===== src/rtl/fetch_sequencer_if.sv =====
// Handshake bundle between decode/fetch datapath and the fetch control sequencer.
// master drives the fetch requests (start/stall/branch/instr); slave is the sequencer.
interface fetch_sequencer_if;
    logic        start;
    logic        stall;
    logic        PCSrc;
    logic [31:0] instr;
    logic        pc_en;
    logic        pc_sel;
    logic        ifid_en;
    logic        ifid_flush;
    logic        fetch_valid;
    logic        halted;
    logic [31:0] fetch_count;
    logic [15:0] redirect_count;

    modport master (
        output start, stall, PCSrc, instr,
        input  pc_en, pc_sel, ifid_en, ifid_flush, fetch_valid, halted,
               fetch_count, redirect_count
    );

    modport slave (
        input  start, stall, PCSrc, instr,
        output pc_en, pc_sel, ifid_en, ifid_flush, fetch_valid, halted,
               fetch_count, redirect_count
    );
endinterface


===== src/rtl/fetch_sequencer.sv =====
// Instruction-fetch control: PC enable, branch mux select and IF/ID enable/flush,
// with bounded bubble after taken branches, halt on a sentinel word and debug counters.
module fetch_sequencer #(
    parameter int unsigned FLUSH_CYCLES = 1,
    parameter logic [31:0] HALT_WORD    = 32'hFFFF_FFFF
) (
    input logic               clk,
    input logic               reset,
    fetch_sequencer_if.slave  bus
);
    typedef enum logic [2:0] {IDLE, FETCH, STALL, FLUSH, HALT} state_t;

    localparam logic [3:0] BUB_LOAD = 4'(FLUSH_CYCLES - 1);
    // A single-cycle bubble is fully covered by the redirect cycle itself.
    localparam state_t AFTER_BRANCH = (FLUSH_CYCLES == 1) ? FETCH : FLUSH;

    state_t      state, state_nxt;
    logic [3:0]  bub, bub_nxt;
    logic [31:0] fetch_cnt;
    logic [15:0] redirect_cnt;
    logic        pc_en, pc_sel, ifid_en, ifid_flush, redirect;

    always_comb begin
        state_nxt  = state;
        bub_nxt    = bub;
        pc_en      = 1'b0;
        pc_sel     = 1'b0;
        ifid_en    = 1'b0;
        ifid_flush = 1'b0;
        redirect   = 1'b0;
        case (state)
            IDLE: if (bus.start) state_nxt = FETCH;
            FETCH, STALL: begin
                if (bus.PCSrc) begin
                    redirect   = 1'b1;
                    pc_en      = 1'b1;
                    pc_sel     = 1'b1;
                    ifid_en    = 1'b1;
                    ifid_flush = 1'b1;
                    bub_nxt    = BUB_LOAD;
                    state_nxt  = AFTER_BRANCH;
                end else if (bus.instr == HALT_WORD) begin
                    state_nxt = HALT;
                end else if (bus.stall) begin
                    state_nxt = STALL;
                end else if (state == FETCH) begin
                    pc_en   = 1'b1;
                    ifid_en = 1'b1;
                end else begin
                    // held instruction is accepted on the following FETCH cycle
                    state_nxt = FETCH;
                end
            end
            FLUSH: begin
                pc_en      = 1'b1;
                ifid_en    = 1'b1;
                ifid_flush = 1'b1;
                if (bus.PCSrc) begin
                    redirect = 1'b1;
                    pc_sel   = 1'b1;
                    bub_nxt  = BUB_LOAD;
                end else if (bub <= 4'd1) begin
                    bub_nxt   = 4'd0;
                    state_nxt = FETCH;
                end else begin
                    bub_nxt = bub - 4'd1;
                end
            end
            HALT:    state_nxt = HALT;
            default: state_nxt = IDLE;
        endcase
    end

    always_ff @(posedge clk) begin
        if (reset) begin
            state           <= IDLE;
            bub             <= 4'd0;
            bus.fetch_valid <= 1'b0;
            bus.halted      <= 1'b0;
            fetch_cnt       <= 32'd0;
            redirect_cnt    <= 16'd0;
        end else begin
            state           <= state_nxt;
            bub             <= bub_nxt;
            bus.fetch_valid <= (state_nxt == FETCH);
            bus.halted      <= (state_nxt == HALT);
            if (ifid_en && !ifid_flush && fetch_cnt != 32'hFFFF_FFFF)
                fetch_cnt <= fetch_cnt + 32'd1;
            if (redirect && redirect_cnt != 16'hFFFF)
                redirect_cnt <= redirect_cnt + 16'd1;
        end
    end

    assign bus.pc_en          = pc_en;
    assign bus.pc_sel         = pc_sel;
    assign bus.ifid_en        = ifid_en;
    assign bus.ifid_flush     = ifid_flush;
    assign bus.fetch_count    = fetch_cnt;
    assign bus.redirect_count = redirect_cnt;
endmodule

===== src/flat_wrapper.sv =====
// flat-port wrapper written by rule: the top's interface ports become plain ports
module fetch_sequencer_flat 
#(
    parameter int unsigned FLUSH_CYCLES = 1,
    parameter logic [31:0] HALT_WORD    = 32'hFFFF_FFFF
)
  (clk, reset, bus_start, bus_stall, bus_PCSrc, bus_instr, bus_pc_en, bus_pc_sel, bus_ifid_en, bus_ifid_flush, bus_fetch_valid, bus_halted, bus_fetch_count, bus_redirect_count);
  fetch_sequencer_if bus_i ();
  input logic clk;
  input logic reset;
  input wire logic [$bits(bus_i.start)-1:0] bus_start;
  input wire logic [$bits(bus_i.stall)-1:0] bus_stall;
  input wire logic [$bits(bus_i.PCSrc)-1:0] bus_PCSrc;
  input wire logic [$bits(bus_i.instr)-1:0] bus_instr;
  output wire logic [$bits(bus_i.pc_en)-1:0] bus_pc_en;
  output wire logic [$bits(bus_i.pc_sel)-1:0] bus_pc_sel;
  output wire logic [$bits(bus_i.ifid_en)-1:0] bus_ifid_en;
  output wire logic [$bits(bus_i.ifid_flush)-1:0] bus_ifid_flush;
  output wire logic [$bits(bus_i.fetch_valid)-1:0] bus_fetch_valid;
  output wire logic [$bits(bus_i.halted)-1:0] bus_halted;
  output wire logic [$bits(bus_i.fetch_count)-1:0] bus_fetch_count;
  output wire logic [$bits(bus_i.redirect_count)-1:0] bus_redirect_count;
  assign bus_i.start = bus_start;
  assign bus_i.stall = bus_stall;
  assign bus_i.PCSrc = bus_PCSrc;
  assign bus_i.instr = bus_instr;
  assign bus_pc_en = bus_i.pc_en;
  assign bus_pc_sel = bus_i.pc_sel;
  assign bus_ifid_en = bus_i.ifid_en;
  assign bus_ifid_flush = bus_i.ifid_flush;
  assign bus_fetch_valid = bus_i.fetch_valid;
  assign bus_halted = bus_i.halted;
  assign bus_fetch_count = bus_i.fetch_count;
  assign bus_redirect_count = bus_i.redirect_count;
  fetch_sequencer #(.FLUSH_CYCLES(FLUSH_CYCLES), .HALT_WORD(HALT_WORD)) u_core (.clk(clk), .reset(reset), .bus(bus_i));
endmodule

===== config.mk =====
export PLATFORM = sky130hd
export DESIGN_NAME = fetch_sequencer_flat
export DESIGN_NICKNAME = d
export VERILOG_FILES = /design/src/rtl/fetch_sequencer_if.sv /design/src/rtl/fetch_sequencer.sv /design/src/flat_wrapper.sv
export SDC_FILE = /design/constraint.sdc
export NUM_CORES = 1
export LEC_CHECK = 0
export CORE_AREA = 2 2 93 95
export DETAILED_ROUTE_END_ITERATION = 8
export DIE_AREA = 0 0 95 97
export MAX_ROUTING_LAYER = met4
export PLACE_DENSITY = 0.72
export SLEW_MARGIN = 20
export SYNTH_ARGS = -nofsm -noshare
export SYNTH_HDL_FRONTEND = slang
export SYNTH_SLANG_ARGS = --single-unit

===== constraint.sdc =====
create_clock -name clk -period 5.4 [get_ports clk]
set_input_delay 1.62 -clock clk [delete_from_list [all_inputs] [get_ports clk]]
set_output_delay 1.62 -clock clk [all_outputs]
set_load 0.03 [all_outputs]

# Yosys cells after proc, flatten, opt, wreduce, memory -nomap -nowiden
# Index checks and enable logic that the tools add are counted.
# W data, S select, Z words.
[op_classes] addsub=3 n_eq_ne=10 magnitude_cmp=1 n_reduce_logical=9 muxes=20
[ops] cell="$add A32 B1 Y32 const B" count=1
[ops] cell="$eq A32 B32 Y1 const B" count=1
[ops] cell="$ne A32 B32 Y1 const B" count=1
[ops] cell="$mux W3" count=7
[ops] cell="$add A16 B1 Y16 const B" count=1
[ops] cell="$ne A16 B16 Y1 const B" count=1
[ops] cell="$mux W4" count=3
[ops] cell="$pmux W3 S4" count=1
[ops] cell="$pmux W4 S2" count=1
[ops] cell="$eq A3 B1 Y1 const B" count=2
[ops] cell="$eq A3 B2 Y1 const B" count=2
[ops] cell="$eq A3 B3 Y1 const B" count=2
[ops] cell="$mux W1" count=6
[ops] cell="$le A4 B1 Y1 const B" count=1
[ops] cell="$pmux W1 S2" count=2
[ops] cell="$sub A4 B1 Y4 const B" count=1
[ops] cell="$logic_and A1 B1 Y1" count=3
[ops] cell="$logic_not A3 Y1" count=1
[ops] cell="$reduce_or A3 Y1" count=1
[ops] cell="$ne A2 B2 Y1 const B" count=1
[ops] cell="$reduce_and A2 Y1" count=1
[ops] cell="$reduce_bool A2 Y1" count=1
[ops] cell="$reduce_or A2 Y1" count=1
[ops] cell="$logic_not A1 Y1" count=1
[totals] ff_bits=57 inputBits=37

# Longest topological paths before layout
[depth] depth_word=8 mapped_depth=9

# Least setup slack after synthesis
# No wires, ideal clock.
[synth_path] path_type="input-to-output" start="input bus_instr[15]" end="output bus_pc_en" setup_slack_ns=0.978 t_arrival_ns=2.802 path_stages=6 t_required_ns=3.780 path_cell_list="nand4_1 > nor4_1 > nand2_1 > nand2_1 > nand2_1 > buf_4"
[synth_via] elab_chain_len=4
[synth_rtl] item="start, declared" line_no="flat_wrapper.sv:14" rtl="input wire logic [$bits(bus_i.instr)-1:0] bus_instr;"
[synth_rtl] item="$eq A32 B32 Y1" line_no="fetch_sequencer.sv:42" rtl="end else if (bus.instr == HALT_WORD) begin"
[synth_rtl] item="$mux W1 (2 in a row)"
[synth_rtl] item="$pmux W1 S2"
[synth_rtl] item="end, declared" line_no="flat_wrapper.sv:15" rtl="output wire logic [$bits(bus_i.pc_en)-1:0] bus_pc_en;"
# No other way between the ends.

# Worst setup path after layout
[layout_path] start="input bus_instr[22]" end="output bus_ifid_en"
[layout_via] elab_chain_len=4
[layout_rtl] item="$eq A32 B32 Y1" line_no="fetch_sequencer.sv:42"
[layout_rtl] item="$mux W1" line_no="fetch_sequencer.sv:42"
[layout_rtl] item="$mux W1" line_no="fetch_sequencer.sv:34" rtl="if (bus.PCSrc) begin"
[layout_rtl] item="$pmux W1 S2" line_no="fetch_sequencer.sv:31" rtl="case (state)"
[layout_rtl] item="end, declared" line_no="flat_wrapper.sv:17" rtl="output wire logic [$bits(bus_i.ifid_en)-1:0] bus_ifid_en;"
# No other way between the ends.

==> metrics <==
PortBufs=90; simple logic cell fraction of the synthesized area=0.3568; Vias=approximately 3.2k; Layout fillers=772; Synth Net Count=420; Worst setup endpoint=bus_ifid_en; final hold vios=0; YS warnings=0; initial antenna violation count=0; Mapped Area=roughly 0.0032 mm^2; CP required=3.78 ns; Post-DRT Antenna Nets=0; period utilisation layout=0.9346; largest net degree at the start of global routing=64; max-slew violations=0; DP Wirelength=between 5000 and 6000 um; Die ar.=between 0.009 and 0.01 mm^2; setup violators final=0; final hold slack=around 0.49 ns; final wirelength=8098 um; Rel. slew slack=0.2989; Clk Latency, worst-skew pair=between 0.3 and 0.4 ns; post-synthesis xor/xnor area fraction=0.03005; Post-CTS Setup Bufs=0; fraction of layout cells with a size suffix above 1=0.08172; post-synthesis sequential area ratio=0.3560; critical path peak fanout=4; clk slew on worst S/H paths=about 0.060 ns; Overflow after GRT=0; Area growth, synth to finish=34.31%; RSZ-0062 raised after global routing=false; H-tree depth=3; FF-to-FF setup slack=between 2 and 3 ns; DRC viols=0; Final #Nets=~500; Synth cell types=55; Multi-input gate area=0.001894 mm^2; Setup Skew=0.01117 ns; Post-synth ARST share=0; Mapped Cells=roughly 380; Syn Area/Cell=~8.5 um^2; Least-Margin Pin Slew=between 1 and 1.5 ns; Leak=roughly 0.0014 uW; reg2reg path depth=6; drt wl/cell=14.21 um; Global Route Usage Sum=0.1865; #FFs+latches synth=57; CTS Hold Bufs=0; Design Power=between 800 and 900 uW; status=complete, no violations; Setup TNS Final=0 ns; crit path launch type=primary input; Avg Vias per Cell=about 5.7; peak supply drop=170.8 uV; compound-cell area share of the yosys netlist=0.1526; root buf cell=clkbuf_8; post-synthesis mux area share=0.03435; core area=0.008134 mm^2; FF/Latch Area=roughly 0.0011 mm^2; max-cap viol count=0; first-pass GRT wire length=~14,000 um; worst hold path type=flop to flop; DR pass1 iterations=4; fmax=0.1981 GHz; Starting Density=0.3941; CP startpoint=bus_instr[22]; RR Startpoint=u_core.bus.fetch_count[0]; Post-synth EDFFs=0; Die X=between 90 and 100 um; arrival time worst endpoint=3.43 ns; clk sinks=57; Antenna Cells=0; CTS buffer count=9; post-layout min period=~5.0 ns; Adder-Cell Fraction of Synth Area=0.01561; endpoint class of the critical path=output port; placer congestion estimate=~0.84; Crit Path Class=primary input to output port; Reg-to-Reg End=u_core.bus.fetch_count[31]; # IOs=91; largest family of logic cells by synthesized area=simple AND/OR/NAND/NOR gates; deepest clock path buffer count=2; P per Cell Area=between 150 and 200 mW/mm^2; detailed router's first-iteration violation count=130; PostCTS Resize Cnt=0; die height=a little under 100 um; Main synth FF type=dfxtp_1; vias in the first global route=2,922; placement row count=33; CTS tree=done
cells in the final DEF, fill, tap and decap left out, types with 3 or more instances in the layout:
master | synthesis | layout
a211oi_1 | 6 | 6
a21oi_1 | 31 | 31
and2_1 | 4 | 4
and3_1 | 6 | 6
and4_1 | 7 | 7
buf_4 | 2 | 7
clkbuf_8 | 0 | 10
clkdlybuf4s50_1 | 0 | 89
clkinv_2 | 0 | 4
dfxtp_1 | 57 | 57
ha_1 | 4 | 4
inv_1 | 9 | 9
mux2_1 | 4 | 4
mux2_4 | 3 | 3
nand2_1 | 17 | 17
nand2b_1 | 3 | 3
nand3_1 | 22 | 22
nand4_1 | 20 | 20
nor2_1 | 37 | 37
nor2b_1 | 10 | 10
nor3_1 | 11 | 10
nor4_1 | 9 | 9
nor4_2 | 4 | 4
o21ai_0 | 3 | 3
o21ai_1 | 3 | 3
o31ai_1 | 21 | 21
or3_1 | 3 | 3
or4_1 | 21 | 21
xnor2_1 | 6 | 6
xor2_1 | 5 | 5
layer usage:
layer | share of wire | global-route usage | up-vias
met1 | 0.48 | 0.2591 | 1545
met5 | 0 | - | -
li1 | - | - | 1601
met3 | 0.053 | 0.03894 | 16
met4 | 0.016 | 0.06689 | 0
met2 | 0.46 | 0.2668 | 83
cell usage after synthesis (7+ instances only):
cell / number / area (um^2)
or4_1: 21 / 157.7
nor2b_1: 10 / 62.56
nor2_1: 37 / 138.9
and4_1: 7 / 61.31
nand2_1: 17 / 63.81
nor4_1: 9 / 56.30
inv_1: 9 / 33.78
nand3_1: 22 / 110.1
o31ai_1: 21 / 157.7
nand4_1: 20 / 125.1
nor3_1: 11 / 55.05
a21oi_1: 31 / 155.2
clkbuf_1: 14 / 52.55
dfxtp_1: 57 / 1141
kinds of logic (layout without fill, tap and decap cells):
logic type / after synthesis / count (layout)
xor gates and xnor gates: 11 / 11
and+or+nand+nor: 189 / 189
adders and majority gates: 4 / 4
DFF: 57 / 57
AOI/OAI and AO/OA: 75 / 75
muxes: 9 / 9
buffers and inverters: 34 / 120
stage by stage:
step / instances / setup slack, ns / utilization / instance area (um^2)
after floorplan: 379 / 0.9781 / - / 3206
after global placement: 555 / 0.3534 / 0.5085 / 4136
after detailed placement: 555 / 0.3394 / 0.5085 / 4136
after CTS: 570 / 0.3366 / 0.5284 / 4298
after global routing: 570 / 0.2126 / 0.5293 / 4305
final: 570 / 0.3532 / 0.5293 / 4305
worst max-delay path, cell delays in order:
cell and delay (ns):
clkdlybuf4s50_1 0.46, nand4_1 0.09, nor4_1 0.29, buf_4 0.18
nand2_1 0.06, nand2_1 0.05, nand2_1 0.06, clkdlybuf4s50_1 0.60
registers in the layout, indices dropped and copies added, names as in the netlist:
register and flops:
u_core.bub 4, u_core.bus.fetch_count 32, u_core.bus.fetch_valid 1, u_core.bus.halted 1, u_core.bus.redirect_count 16, u_core.state 3
worst min-delay path by stage:
stage	depth (start not counted)	end	from	slack, ns
detailed placement	2	u_core.bus.fetch_count[28]	u_core.bus.fetch_count[28]	0.49
floorplan	2	u_core.bub[1]	u_core.bub[1]	0.48
global route	2	u_core.bus.fetch_count[17]	u_core.bus.fetch_count[17]	0.53
finish	2	u_core.bus.fetch_count[17]	u_core.bus.fetch_count[17]	0.49
global placement	2	u_core.bus.fetch_count[17]	u_core.bus.fetch_count[17]	0.48
CTS	2	u_core.bus.fetch_count[28]	u_core.bus.fetch_count[28]	0.50
where the power goes:
group          total, uW  leakage (uW)  switching (uW)  internal (uW)
Clock                340     0.0000887             166            173
Combinational       79.7      0.000880            38.9           40.7
Sequential           428      0.000460            4.42            423
final cells by class:
| type | count | share of cell area |
|---|---|---|
| multi-input combinational | 288 | 0.4400 |
| tap | 105 | 0.03051 |
| clock inverter | 4 | 0.004650 |
| clock buffer | 11 | 0.03284 |
| timing repair buffer | 96 | 0.2191 |
| sequential | 57 | 0.2650 |
| inverter | 9 | 0.007847 |
(Power assumes the default switching activity.)
